==> config.mk <==
export PLATFORM = sky130hd
export DESIGN_NAME = cmd_assembler_flat
export DESIGN_NICKNAME = d
export VERILOG_FILES = /design/src/rtl/cmd_assembler_if.sv /design/src/rtl/cmd_assembler.sv /design/src/flat_wrapper.sv
export SDC_FILE = /design/constraint.sdc
export NUM_CORES = 1
export LEC_CHECK = 0
export CORE_MARGIN = 1.5
export CORE_UTILIZATION = 52
export DETAILED_ROUTE_END_ITERATION = 7
export PLACE_DENSITY = 0.88
export SYNTH_ARGS = -nofsm -noshare
export SYNTH_HDL_FRONTEND = slang
export SYNTH_SLANG_ARGS = --single-unit
==> constraint.sdc <==
create_clock -name clk -period 6.5 [get_ports clk]
set_input_delay 1.3 -clock clk [delete_from_list [all_inputs] [get_ports clk]]
set_output_delay 1.3 -clock clk [all_outputs]
set_load 0.02 [all_outputs]
==> src/rtl/cmd_assembler_if.sv <==
// Byte-stream input and engine-dispatch bus for cmd_assembler.
// slave is the assembler side; master is the byte source / engine side.
interface cmd_assembler_if #(
    parameter int unsigned NUM_ENGINES = 5,
    parameter int unsigned MAX_BYTES   = 16
);
    logic                     i2c_rts;
    logic                     i2c_rtr;
    logic [7:0]               i2c_in_data;
    logic [NUM_ENGINES-1:0]   engine_out_rts;
    logic [NUM_ENGINES-1:0]   engine_in_rtr;
    logic [MAX_BYTES*8-1:0]   bcast_out_data;
    logic [7:0]               bcast_len;
    logic                     busy;
    logic                     err_opcode;
    logic                     err_timeout;

    modport slave (
        input  i2c_rts, i2c_in_data, engine_in_rtr,
        output i2c_rtr, engine_out_rts, bcast_out_data, bcast_len,
        output busy, err_opcode, err_timeout
    );

    modport master (
        output i2c_rts, i2c_in_data, engine_in_rtr,
        input  i2c_rtr, engine_out_rts, bcast_out_data, bcast_len,
        input  busy, err_opcode, err_timeout
    );
endinterface

==> src/rtl/cmd_assembler.sv <==
// Assembles an opcode byte plus payload bytes into a command and dispatches it to one engine.
// Optional inter-byte timeout in COLLECT is built only when CMD_TIMEOUT_EN is defined.
module cmd_assembler #(
    parameter int unsigned                 NUM_ENGINES    = 5,
    parameter int unsigned                 MAX_BYTES      = 16,
    parameter logic [NUM_ENGINES*8-1:0]    LEN_TABLE      = {8'd11, 8'd11, 8'd0, 8'd1, 8'd1},
    parameter int unsigned                 TIMEOUT_CYCLES = 1024
) (
    input  logic           clk,
    input  logic           rst_,
    cmd_assembler_if.slave bus
);
    localparam int unsigned DW = MAX_BYTES * 8;
    localparam int unsigned CW = $clog2(MAX_BYTES + 1);

    typedef enum logic [1:0] {IDLE, COLLECT, DISPATCH} state_e;

    state_e                 state_q;
    logic                   rtr_q;
    logic                   busy_q;
    logic                   err_op_q;
    logic [NUM_ENGINES-1:0] sel_q;
    logic [NUM_ENGINES-1:0] rts_q;
    logic [DW-1:0]          data_q;
    logic [7:0]             len_q;
    logic [CW-1:0]          cnt_q;

    logic                   xfer_c;
    logic                   op_ok_c;
    logic                   last_c;
    logic                   ack_c;
    logic [NUM_ENGINES-1:0] op_hot_c;
    logic [7:0]             op_len_c;

`ifdef CMD_TIMEOUT_EN
    localparam int unsigned TW = $clog2(TIMEOUT_CYCLES + 1);
    logic [TW-1:0] tmo_q;
    logic          err_tmo_q;
    logic          tmo_hit_c;
    assign tmo_hit_c       = (tmo_q == TW'(TIMEOUT_CYCLES - 1));
    assign bus.err_timeout = err_tmo_q;
`else
    if (TIMEOUT_CYCLES == 0) begin : g_no_timeout
    end
    assign bus.err_timeout = 1'b0;
`endif

    // Opcode decode: one-hot engine select and payload length lookup.
    always_comb begin
        op_hot_c = '0;
        op_len_c = '0;
        for (int e = 0; e < NUM_ENGINES; e++) begin
            if (bus.i2c_in_data == 8'(e)) begin
                op_hot_c[e] = 1'b1;
                op_len_c    = LEN_TABLE[8*e +: 8];
            end
        end
    end

    assign xfer_c  = bus.i2c_rts & rtr_q;
    assign op_ok_c = (bus.i2c_in_data < 8'(NUM_ENGINES));
    assign last_c  = ((8'(cnt_q) + 8'd1) == len_q);
    // Only the selected engine's ready can complete a dispatch.
    assign ack_c   = |(bus.engine_in_rtr & rts_q);

    always_ff @(posedge clk) begin
        if (!rst_) begin
            state_q  <= IDLE;
            rtr_q    <= 1'b1;
            busy_q   <= 1'b0;
            err_op_q <= 1'b0;
            sel_q    <= '0;
            rts_q    <= '0;
            data_q   <= '0;
            len_q    <= '0;
            cnt_q    <= '0;
`ifdef CMD_TIMEOUT_EN
            tmo_q     <= '0;
            err_tmo_q <= 1'b0;
`endif
        end else begin
            err_op_q <= 1'b0;
`ifdef CMD_TIMEOUT_EN
            err_tmo_q <= 1'b0;
`endif
            case (state_q)
                IDLE: begin
`ifdef CMD_TIMEOUT_EN
                    tmo_q <= '0;
`endif
                    if (xfer_c) begin
                        if (op_ok_c) begin
                            sel_q  <= op_hot_c;
                            data_q <= '0;
                            len_q  <= op_len_c;
                            cnt_q  <= '0;
                            busy_q <= 1'b1;
                            if (op_len_c == 8'd0) begin
                                state_q <= DISPATCH;
                                rts_q   <= op_hot_c;
                                rtr_q   <= 1'b0;
                            end else begin
                                state_q <= COLLECT;
                            end
                        end else begin
                            err_op_q <= 1'b1;
                        end
                    end
                end
                COLLECT: begin
                    if (xfer_c) begin
                        for (int b = 0; b < MAX_BYTES; b++) begin
                            if (cnt_q == CW'(b)) data_q[8*b +: 8] <= bus.i2c_in_data;
                        end
                        cnt_q <= cnt_q + CW'(1);
`ifdef CMD_TIMEOUT_EN
                        tmo_q <= '0;
`endif
                        if (last_c) begin
                            state_q <= DISPATCH;
                            rts_q   <= sel_q;
                            rtr_q   <= 1'b0;
                        end
                    end
`ifdef CMD_TIMEOUT_EN
                    // Abort a stalled partial command.
                    else if (tmo_hit_c) begin
                        state_q   <= IDLE;
                        busy_q    <= 1'b0;
                        err_tmo_q <= 1'b1;
                        tmo_q     <= '0;
                    end else begin
                        tmo_q <= tmo_q + TW'(1);
                    end
`endif
                end
                DISPATCH: begin
                    if (ack_c) begin
                        state_q <= IDLE;
                        rts_q   <= '0;
                        rtr_q   <= 1'b1;
                        busy_q  <= 1'b0;
                    end
                end
                default: begin
                    state_q <= IDLE;
                    rts_q   <= '0;
                    rtr_q   <= 1'b1;
                    busy_q  <= 1'b0;
                end
            endcase
        end
    end

    assign bus.i2c_rtr        = rtr_q;
    assign bus.busy           = busy_q;
    assign bus.err_opcode     = err_op_q;
    assign bus.engine_out_rts = rts_q;
    assign bus.bcast_out_data = data_q;
    assign bus.bcast_len      = len_q;
endmodule

==> src/flat_wrapper.sv <==
// flat-port wrapper written by rule: the top's interface ports become plain ports
module cmd_assembler_flat 
#(
    parameter int unsigned                 NUM_ENGINES    = 5,
    parameter int unsigned                 MAX_BYTES      = 16,
    parameter logic [NUM_ENGINES*8-1:0]    LEN_TABLE      = {8'd11, 8'd11, 8'd0, 8'd1, 8'd1},
    parameter int unsigned                 TIMEOUT_CYCLES = 1024
)
  (clk, rst_, bus_i2c_rts, bus_i2c_in_data, bus_engine_in_rtr, bus_i2c_rtr, bus_engine_out_rts, bus_bcast_out_data, bus_bcast_len, bus_busy, bus_err_opcode, bus_err_timeout);
  cmd_assembler_if #(.NUM_ENGINES(NUM_ENGINES), .MAX_BYTES(MAX_BYTES)) bus_i ();
  input  logic clk;
  input  logic rst_;
  input wire logic [$bits(bus_i.i2c_rts)-1:0] bus_i2c_rts;
  input wire logic [$bits(bus_i.i2c_in_data)-1:0] bus_i2c_in_data;
  input wire logic [$bits(bus_i.engine_in_rtr)-1:0] bus_engine_in_rtr;
  output wire logic [$bits(bus_i.i2c_rtr)-1:0] bus_i2c_rtr;
  output wire logic [$bits(bus_i.engine_out_rts)-1:0] bus_engine_out_rts;
  output wire logic [$bits(bus_i.bcast_out_data)-1:0] bus_bcast_out_data;
  output wire logic [$bits(bus_i.bcast_len)-1:0] bus_bcast_len;
  output wire logic [$bits(bus_i.busy)-1:0] bus_busy;
  output wire logic [$bits(bus_i.err_opcode)-1:0] bus_err_opcode;
  output wire logic [$bits(bus_i.err_timeout)-1:0] bus_err_timeout;
  assign bus_i.i2c_rts = bus_i2c_rts;
  assign bus_i.i2c_in_data = bus_i2c_in_data;
  assign bus_i.engine_in_rtr = bus_engine_in_rtr;
  assign bus_i2c_rtr = bus_i.i2c_rtr;
  assign bus_engine_out_rts = bus_i.engine_out_rts;
  assign bus_bcast_out_data = bus_i.bcast_out_data;
  assign bus_bcast_len = bus_i.bcast_len;
  assign bus_busy = bus_i.busy;
  assign bus_err_opcode = bus_i.err_opcode;
  assign bus_err_timeout = bus_i.err_timeout;
  cmd_assembler #(.NUM_ENGINES(NUM_ENGINES), .MAX_BYTES(MAX_BYTES), .LEN_TABLE(LEN_TABLE), .TIMEOUT_CYCLES(TIMEOUT_CYCLES)) u_core (.clk(clk), .rst_(rst_), .bus(bus_i));
endmodule
* Yosys cells after proc, flatten, opt, wreduce, memory -nomap -nowiden
Cells that the tools add are included.
** Storage, ports and cells
- Flip-flop bits (word level) :: 156
** Cells by class
- Add/sub/neg operators :: 2
- Order comparisons :: 1
- Equality and inequality tests :: 44
- Muxes and demuxes :: 60
- Bitwise logic cells :: 3
- Reduce and logical (&&, ||, !) cells :: 28
** Operator list (count)
- $mux 128 :: 3
- $pmux 128 s2 :: 1
- $mux 8 :: 16
- $reduce_and 5->1 :: 17
- $mux 5 :: 9
- $ne 2x1->1 const B :: 22
- $eq 5x4->1 const B :: 8
- $eq 5x3->1 const B :: 4
- $mux 1 :: 18
- $eq 8x2->1 const B :: 2
- $logic_not 8->1 :: 2
- $pmux 5 s3 :: 1
- $mux 2 :: 6
- $eq 5x2->1 const B :: 2
- $pmux 5 s2 :: 1
- $eq 8x1->1 const B :: 1
- $eq 8x3->1 const B :: 1
- $eq 8x8->1 :: 1
- $lt 8x3->1 const B :: 1
- $mux 4 :: 2
- $reduce_and 4->1 :: 2
- $add 5x1->6 const B :: 1
- $pmux 1 s3 :: 2
- $pmux 2 s3 :: 1
- 13 further kinds :: 14

* Longest topological paths before layout
Gate-level depths: netlist of run 1.
- Depth in word-level cells :: 11
- Gate-level depth with buffers :: 10

* Least setup slack after synthesis of run 1
Ideal clock, no wire load.
- Kind :: in2reg
- Start :: in bus_i2c_in_data[5]
- End :: reg u_core.state_q[1]
- Library setup time :: 0.116 ns
- Arrival time :: 3.086 ns
- Setup slack :: 3.299 ns
- Stages on the path :: 6
- Path buffers :: 1
- Cells stage by stage :: or4_4 > or4_4 > a211o_1 > nor3b_2 > buf_6 > a31o_1
** Between the ends
- Cells in the longest elaborated chain, start to end :: 11
- Elaborated cells between the ends (all ways) :: 18
** RTL lines
- from (decl) :: RTL line flat_wrapper.sv:14 : input wire logic [$bits(bus_i.i2c_in_data)-1:0] bus_i2c_in_data;
- $logic_not 8->1 :: RTL line cmd_assembler.sv:53 : if (bus.i2c_in_data == 8'(e)) begin
- $mux 1 (3 in a row) :: RTL line cmd_assembler.sv:53
- $mux 4 (2 in a row) :: RTL line cmd_assembler.sv:53
- $logic_not 8->1 :: RTL line cmd_assembler.sv:98 : if (op_len_c == 8'd0) begin
- $mux 2 :: RTL line cmd_assembler.sv:98
- $mux 2 :: RTL line cmd_assembler.sv:92 : if (op_ok_c) begin
- $mux 2 :: RTL line cmd_assembler.sv:91 : if (xfer_c) begin
- $pmux 2 s3 :: RTL line cmd_assembler.sv:86 : case (state_q)
- to (signal assigned) :: RTL line cmd_assembler.sv:99 : state_q <= DISPATCH;
- to (signal assigned) :: RTL line cmd_assembler.sv:103 : state_q <= COLLECT;
- to (signal assigned) :: RTL line cmd_assembler.sv:120 : state_q <= DISPATCH;
- to (decl) :: RTL line cmd_assembler.sv:18 : state_e state_q;
Several ways; a longest one is shown, not always the timed one. The select of a mux whose other input is x is not followed.
A chain may end at the register's enable or synchronous reset.

* Worst setup path in the final report of run 1
- Start :: in bus_i2c_in_data[5]
- End :: reg u_core.data_q[41] (netlist: u_core.bus.bcast_out_data[41])
** Between the ends
- Cells in the longest elaborated chain, start to end :: 3
** RTL lines
- $lt 8x3->1 :: RTL line cmd_assembler.sv:61 : assign op_ok_c = (bus.i2c_in_data < 8'(NUM_ENGINES));
- $ne 2x1->1 (no line)
- $reduce_and 5->1 (no line)
- to (signal, indexed assignment) :: RTL line cmd_assembler.sv:113 : if (cnt_q == CW'(b)) data_q[8*b +: 8] <= bus.i2c_in_data;
- to (decl) :: RTL line cmd_assembler.sv:24 : logic [DW-1:0] data_q;
Every way passes these cells.

==> impl_metrics.ini, run 1 <==
[synthesis]
netlist_instances = 660
yosysWarnings = 0
ys_ff_latch = 150
syn_avg_cell_area_um2 = 9.12
ys.flop_type = dfxtp_1
synth_largest_area_cell = dfxtp_1
yosys-top-cells-area = dfxtp_1 50%, mux2i_1 13%, nor2_1 5.8%
synth_edf_count = 0
synth.distinct_cells = 52
synth_top_area_share_pct = 49.9
synthesis.area_um2 = 6020
async_reset_ff_share_pct = 0
yosysSeqAreaShare_pct = 49.9

[min_path]
min_path_type = reg2reg

[global_route]
grt_usage_pct = 28.3
antenna_found_initial = 0
grt_max_degree = 105
grt_pass1_wl_um = 27700
overflow = 0
grt_pass1_vias = 5348

[clock_network]
cts_setup_buffers = 0
cts_resized = 0
h-tree-depth = 4
root_buffer = clkbuf_16
cts_tree = done
clock_sinks = 150
ctsHoldBuffers = 0
worstSkewPairLatency_ns = 0.42
cts-buffers-inserted = 17
clkTransAtPathRegs_ns = 0.06
clockBufferDepth = 2

[floorplanning]
die_h_um = 111
fp-row-count = 39
core_um2 = 11400
die_width_um = 111
start_util_pct = 52.9
die_area_um2 = 12200
boundaryPins = 161

[pwr]
power_mw = 1.92
leakage_nw = 2.74
ir_drop_mv = 0.200
p_per_area_nw_per_um2 = 238

[routing]
vias = 5329
drtIter0Drc = 388
ant_nets = 0
viasPerCell = 5.66
drt-total-wl_um = 17400
wire_per_inst_um = 18.5
drc = 0
firstDrtPassIters = 8

[timing]
setup_viol = 0
relSlewSlack_pct = 31.7
hold_viol_final = 0
holdWs_ns = 0.463
finalClockSkew_ns = 0.0135
finalCritPeriodShare_pct = 56.5
slew_viol_final = 0
rsz0062_at_grt = no
fmax_mhz = 272
tns_ns = 0
worstMarginPinSlew_ns = 1.02
fin_crit_ns = 3.67

[layout]
drive_gt1_share_pct = 7.51
num_antenna_cells = 0
area_growth_pct = 34.3
layout.nets = 807

[setup_path]
cp-endpoint = u_core.bus.bcast_out_data[41]
cp-start-kind = primary input
path_class = in2reg
crit_arrival_ns = 3.90
startpoint = bus_i2c_in_data[5]
cp_data_required_time_ns = 6.73
r2r_setup_slack_ns = 3.66
r2r-end = u_core.bus.bcast_out_data[2]
worstSetupEndpointType = flop
critPathMaxFanout = 16
reg2reg_from = u_core.state_q[0]
reg2reg_depth = 5

[place]
hpwl_um = 11300
port_buffers = 154
gp_congestion = 0.848

[status]
outcome = finished, final reports clean

[run]
drv_cap = 0
-- logic make-up after synthesis --
group / synth area share, %
mux: 13.0
simple gates: 21.2
other cells: 0.0623
compound gates: 9.32
fa+ha+maj: 1.04
xor+xnor: 0.437
buf+inv: 5.05
flops: 49.9
-- state kept, by name (all words and copies together) (netlist names) --
register,cells
u_core.bus.i2c_rtr,1
u_core.bus.bcast_len,2
u_core.state_q,2
u_core.bus.err_opcode,1
u_core.bus.engine_out_rts,5
u_core.sel_q,5
u_core.cnt_q,5
u_core.bus.busy,1
u_core.bus.bcast_out_data,128
-- placed cells by master (no fill, tap or decap), drive strengths merged, types with 5 or more instances in the layout --
cell type and instances:
inv 11, conb 6, clkbuf 21, ha 5
buf 6, nor3 6, mux2i 78, dfxtp 150
a21oi 19, nor2 99, and2 11, o21ai 61
or2 5, nand3 64, clkdlybuf4s50 153, a31oi 5
nor2b 6, nand2 55
-- how the worst min path moves through the flow --
stage                                              start                        endpoint  slack, ns  cells past startpoint
after floorplan                          u_core.sel_q[3]                 u_core.sel_q[3]       0.44                      2
after global placement                   u_core.sel_q[3]                 u_core.sel_q[3]       0.44                      2
after detailed placement   u_core.bus.bcast_out_data[74]   u_core.bus.bcast_out_data[74]       0.45                      2
after CTS                 u_core.bus.bcast_out_data[104]  u_core.bus.bcast_out_data[104]       0.46                      2
after global routing       u_core.bus.bcast_out_data[76]   u_core.bus.bcast_out_data[76]       0.48                      2
final                                    u_core.sel_q[3]                 u_core.sel_q[3]       0.46                      2
-- layer usage --
layer | vias up | GRT usage, % | part of all wire, %
met5 | - | 0 | 0
met2 | 247 | 47.0 | 47
met4 | 0 | 12.1 | 3.3
met1 | 2545 | 32.2 | 39
met3 | 49 | 11.3 | 10
li1 | 2488 | - | -
-- power breakdown --
group | internal, mW | switching, mW
clock | 0.535 | 0.393
sequential | 0.921 | 0.00187
combinational | 0.0213 | 0.0502
total | 1.48 | 0.445
-- cell type report --
cell class	count	area, µm²
repair buffers	159	1570
inverters	7	26.3
clock inverters	11	88.8
multi-input cells	451	2730
fillers	832	3290
clock buffers	21	480
well taps	143	179
flip-flops and latches	150	3000
-- stage by stage --
| step | setup slack, ns | cells | instance area (µm²) | util [%] |
|---|---|---|---|---|
| after floorplan | 3.30 | 665 | 6040 | - |
| after global placement | 2.63 | 910 | 7510 | 66.1 |
| after detailed placement | 2.50 | 910 | 7510 | 66.1 |
| after CTS | 2.89 | 942 | 8080 | 71.1 |
| after global routing | 2.69 | 942 | 8080 | 71.1 |
| final | 2.83 | 942 | 8080 | 71.1 |
-- synthesized netlist by cell type (all sizes together) (3+ instances only) --
cell / number
a21oi: 19
and2: 11
nand4: 3
o21ai: 61
or2: 5
ha: 5
dfxtp: 150
nand2: 55
a31oi: 5
nor2b: 6
buf: 23
nor3: 6
a22oi: 3
nand3: 64
or4: 3
clkbuf: 33
nor2: 99
inv: 7
mux2i: 78
-- critical path, cell delays in order --
cell and delay, ns:
clkdlybuf4s50_1 0.42, or4_4 0.60, nor4_4 0.30, a211oi_2 0.13
nor2_1 0.82, o21ai_0 0.32
No activity file was read; power rests on OpenSTA's default activity.
==> run 2: changes to the inputs <==
Settings changed: CORE_UTILIZATION 52 to 48, PLACE_DENSITY 0.88 to 0.82.
Clock period 6.5 ns to 3.6 ns, I/O delays scaled along.
==> run 2 against run 1 <==
  * Clock-buffer cell count decreased by 3
  * Via count decreased by 3.1%
  * Utilization decreased by 2.7 points
  * Clock skew decreased by 0.0017 ns
  * Routed wire length decreased by 3.2%
  * Clock power increased by 110%
==> impl_metrics.ini, run 2 (same netlist as run 1, synthesis figures left out) <==
[setup_path]
crit_arrival_ns = 3.03
worstSetupEndpointType = flop
path_class = in2reg
cp_data_required_time_ns = 3.90
startpoint = bus_i2c_in_data[5]
critPathMaxFanout = 14
cp-start-kind = primary input
reg2reg_from = u_core.cnt_q[0]
r2r_setup_slack_ns = 0.98

[clock_network]
clock_sinks = 150
cts_tree = done
cts_resized = 0
cts_setup_buffers = 0
root_buffer = clkbuf_16
h-tree-depth = 4
worstSkewPairLatency_ns = 0.42
cts-buffers-inserted = 17
ctsHoldBuffers = 0
clockBufferDepth = 2
clkTransAtPathRegs_ns = 0.06

[floorplanning]
die_h_um = 115
core_um2 = 12100
die_width_um = 115
boundaryPins = 161
die_area_um2 = 13200
fp-row-count = 40
start_util_pct = 49.7

[timing]
finalCritPeriodShare_pct = 76.0
relSlewSlack_pct = 39.5
tns_ns = 0
worstMarginPinSlew_ns = 0.905
fin_crit_ns = 2.74
setup_viol = 0
finalClockSkew_ns = 0.0118
slew_viol_final = 0
setup_ws_ns = 0.863
hold_viol_final = 0
fmax_mhz = 365
rsz0062_at_grt = no

[routing]
drt-total-wl_um = 16800
ant_nets = 0
viasPerCell = 5.27
drc = 0
drtIter0Drc = 341
wire_per_inst_um = 17.2
vias = 5162
firstDrtPassIters = 5

[layout]
postLayoutCoreUtil_pct = 68.4
drive_gt1_share_pct = 8.87
multiInputGateArea_um2 = 2730
area_growth_pct = 37.6
largest_reg_flops = 128
num_antenna_cells = 0
layout.nets = 821
register_area_um2 = 3000
nFillCells = 936
final_cell_mix = 153 x clkdlybuf4s50_1, 150 x dfxtp_1, 93 x nor2_1
final_common_cell = clkdlybuf4s50_1

[pwr]
p_per_area_nw_per_um2 = 449
ir_drop_mv = 0.338
leakage_nw = 2.85

[run]
drv_cap = 0

[status]
outcome = finished, final reports clean

[global_route]
antenna_found_initial = 0
grt_usage_pct = 26.1
grt_pass1_vias = 5106
grt_pass1_wl_um = 26600
overflow = 0
grt_max_degree = 46

[place]
hpwl_um = 11100
port_buffers = 154
dp_slack_ns = 0.438
gp_congestion = 0.887

[min_path]
min_path_type = reg2reg
hold_start = u_core.bus.bcast_out_data[78]
==> run 2: final timing paths <==
path,to,cells after the start
setup reg to reg,u_core.bus.engine_out_rts[3],8
hold / removal,u_core.bus.bcast_out_data[78],2
setup / recovery,u_core.bus.bcast_out_data[10],9
hold reg to reg,u_core.bus.bcast_out_data[78],2
==> run 2: area by class of cell <==
cell class / count / share of cell area [%]
clock buffer: 18 / 5.18
tap: 168 / 2.54
multi-input combinational: 451 / 33.0
clock inverter: 13 / 2.46
inverter: 7 / 0.317
sequential: 150 / 36.3
timing repair buffer: 173 / 20.3
==> run 2: routing by layer <==
| layer | up-vias | share of wire (%) | track usage, % |
|---|---|---|---|
| met1 | 2447 | 44 | 32.9 |
| met2 | 181 | 47 | 42.0 |
| li1 | 2521 | - | - |
| met3 | 13 | 8.6 | 9.96 |
| met4 | 0 | 0.88 | 6.91 |
| met5 | - | 0 | 0 |
==> run 2: power by group <==
part	internal, mW	switching [mW]
Sequential	1.66	0.00322
Clock	1.22	0.695
Combinational	0.0440	0.0915
Total	2.93	0.790
==> run 2: metrics by stage <==
stage	hold slack [ns]	std cells	cell area [µm²]	total power, mW
after floorplan	0.437	665	6040	1.80
after global placement	0.446	949	7650	1.83
after detailed placement	0.449	949	7650	1.84
after CTS	0.457	980	8280	3.74
after global routing	0.479	980	8280	3.82
final	0.458	980	8280	3.72
==> run 2: worst max-delay path: stages <==
cell	delay, ns
clkdlybuf4s50_1	0.43
or4_4	0.59
nor3_4	0.28
o211ai_2	0.10
buf_4	0.26
nor2_2	0.14
buf_4	0.19
mux2i_1	0.25
nor2_1	0.07
==> edit (config.mk and constraints of run 2) <==
Make the reset (`rst_`) asynchronous in one clocked block.
--- a/src/rtl/cmd_assembler.sv
+++ b/src/rtl/cmd_assembler.sv
@@ -65,3 +65,3 @@
 
-    always_ff @(posedge clk) begin
+    always_ff @(posedge clk or negedge rst_) begin
         if (!rst_) begin
Check against the original RTL: differs if rst_ is asserted again (counterexample within 4 cycles, from zero or initial values and one cycle with rst_ low); with rst_ held inactive, the same outputs for 4 cycles.
==> edit against run 2 <==
Synthesized area increased by 7.2%; highest routed layer unchanged; design area rose by 5.8%; setup slack lost 0.045 ns; cell count decreased by 16%; register-to-register slack worse by 0.14 ns; utilization shrank 2.0 points; clock skew decreased by 0.0029 ns; sequential cell count is the same; routed wire length shrank 5.2%; total power fell by 5.9%.
==> edit: results (changes against run 2) <==
Outcome
  – Outcome: completed

Setup path
  – Slowest-stage cell, CP: clkdlybuf4s50_1
  – CP arrival: 3.08 ns (+0.05 ns)
  – Worst setup path start: bus_i2c_in_data[1]
  – CP top delay family: simple AND/OR/NAND/NOR gates
  – Crit Path Max Fanout: 12 (-2)
  – Reg-to-Reg Start: u_core.state_q[1]$_DFFE_PN0P_

Final layout
  – Post-Layout Cell Count: 822 (-16%)
  – Fraction of layout cells with a size suffix above 1: 30.5% (+22 points)
  – # fillers: 959 (+2.5%)
  – # nets final: 655 (-20%)

Routing
  – M1 WL: 6.44 mm (-13%)
  – Detailed-route via count: 4401 (-15%)
  – Met3 WL: 941 µm (-35%)
  – Starting DRT DRC Count: 150 (-56%)
  – WL met2: 8.16 mm (+4.3%)

Timing
  – Slew Limit Headroom: 24.9% (-15 points)
  – Skew final: 0.00890 ns (-0.00287 ns)

Global route
  – Vias in the first global route: 4706 (-7.8%)
  – Largest net degree at the start of global routing: 84 (+83%)
  – First-pass GRT wire length: 25.8 mm (-3.0%)
  – GR Util All Layers: 23.9% (-2.2 points)

Synthesis
  – Multiplexer share of the synthesized area: 23.2% (+10 points)
  – Mean Syn Cell Area: 13.6 µm² (+49%)
  – Synth Area in XOR/XNOR: 0.524% (+0.087 points)
  – Synth async-reset ratio: 100% (+100 points)
  – Seq/Total Area, Yosys: 58.2% (+8.3 points)
  – Complex-gate fraction of the synthesized area: 6.75% (-2.6 points)
  – Synth cell count leaders: 149 x dfrtp_1, 133 x mux2_2, 29 x nand2_1
  – Top FF cell, synth: dfrtp_1
  – Netlist cell types: 50 (-3.8%)
  – Post-synthesis adder-cell area fraction: 0.970% (-0.070 points)
  – Top cells by area, synth: dfrtp_1 58%, mux2_2 23%, nand2_1 1.7%, a21oi_4 1.5%, buf_4 1.3%

Placed design
  – DP Area: 8170 µm² (+6.9%)
  – Post-DP HPWL: 11.0 mm (-0.98%)
  – DP Cell Count: 791 (-17%)
  – Routability Congestion: 0.904 (+1.9%)

Power and ir drop
  – Lkg Pwr: 4.07 nW (+43%)
  – Peak supply drop: 0.379 mV (+12%)

Min path
  – Hold Path Class: input pin to asynchronous set/reset pin
## edit: kinds of logic after synthesis
kind of cell,count (synthesis)
flops,150
mux,133
simple gates,93
compound gates,51
buf+inv,38
fa+ha+maj,5
xor+xnor,3
other cells,1
## edit: area by class of cell
class | instances | area (µm²) | share of cell area [%]
flip-flops and latches | 150 | 3750 | 42.9
well taps | 176 | 220 | 2.51
clock buffers | 24 | 492 | 5.61
multi-input cells | 291 | 2520 | 28.8
clock inverters | 7 | 93.8 | 1.07
inverters | 8 | 30.0 | 0.343
repair buffers | 166 | 1650 | 18.8
## edit: metrics by stage
stage / worst slack [ns] / utilization, %
floorplan: 1.19 / -
CTS: 0.838 / 66.4
finish: 0.818 / 66.4
detailed placement: 0.424 / 62.0
global placement: 0.498 / 62.0
global route: 0.686 / 66.4
## edit: per-layer routing
metal,vias up,GRT usage [%]
li1,1983,-
met1,2242,28.9
met2,145,40.4
met3,31,6.42
met4,0,10.3
met5,-,0
## edit: power by group
| part | internal, mW | leakage, nW | switching [mW] |
|---|---|---|---|
| clock network | 1.09 | 0.283 | 0.655 |
| registers | 1.69 | 2.08 | 0 |
| logic | 0.0201 | 1.70 | 0.0481 |
| total | 2.80 | 4.07 | 0.703 |
## edit: final timing paths
path | depth (start not counted) | endpoint | slack, ns
worst min-delay path | 1 | u_core.bus.bcast_out_data[115]$_DFFE_PN0P_ | 0.33
min in group clk | 1 | u_core.sel_q[4]$_DFFE_PN0P_ | 0.50
max in group asynchronous | 2 | u_core.bus.bcast_out_data[65]$_DFFE_PN0P_ | 2.45
worst min register to register | 1 | u_core.sel_q[4]$_DFFE_PN0P_ | 0.50
worst max-delay path | 6 | u_core.bus.bcast_out_data[48]$_DFFE_PN0P_ | 0.82
worst max register to register | 4 | u_core.bus.bcast_out_data[83]$_DFFE_PN0P_ | 0.84
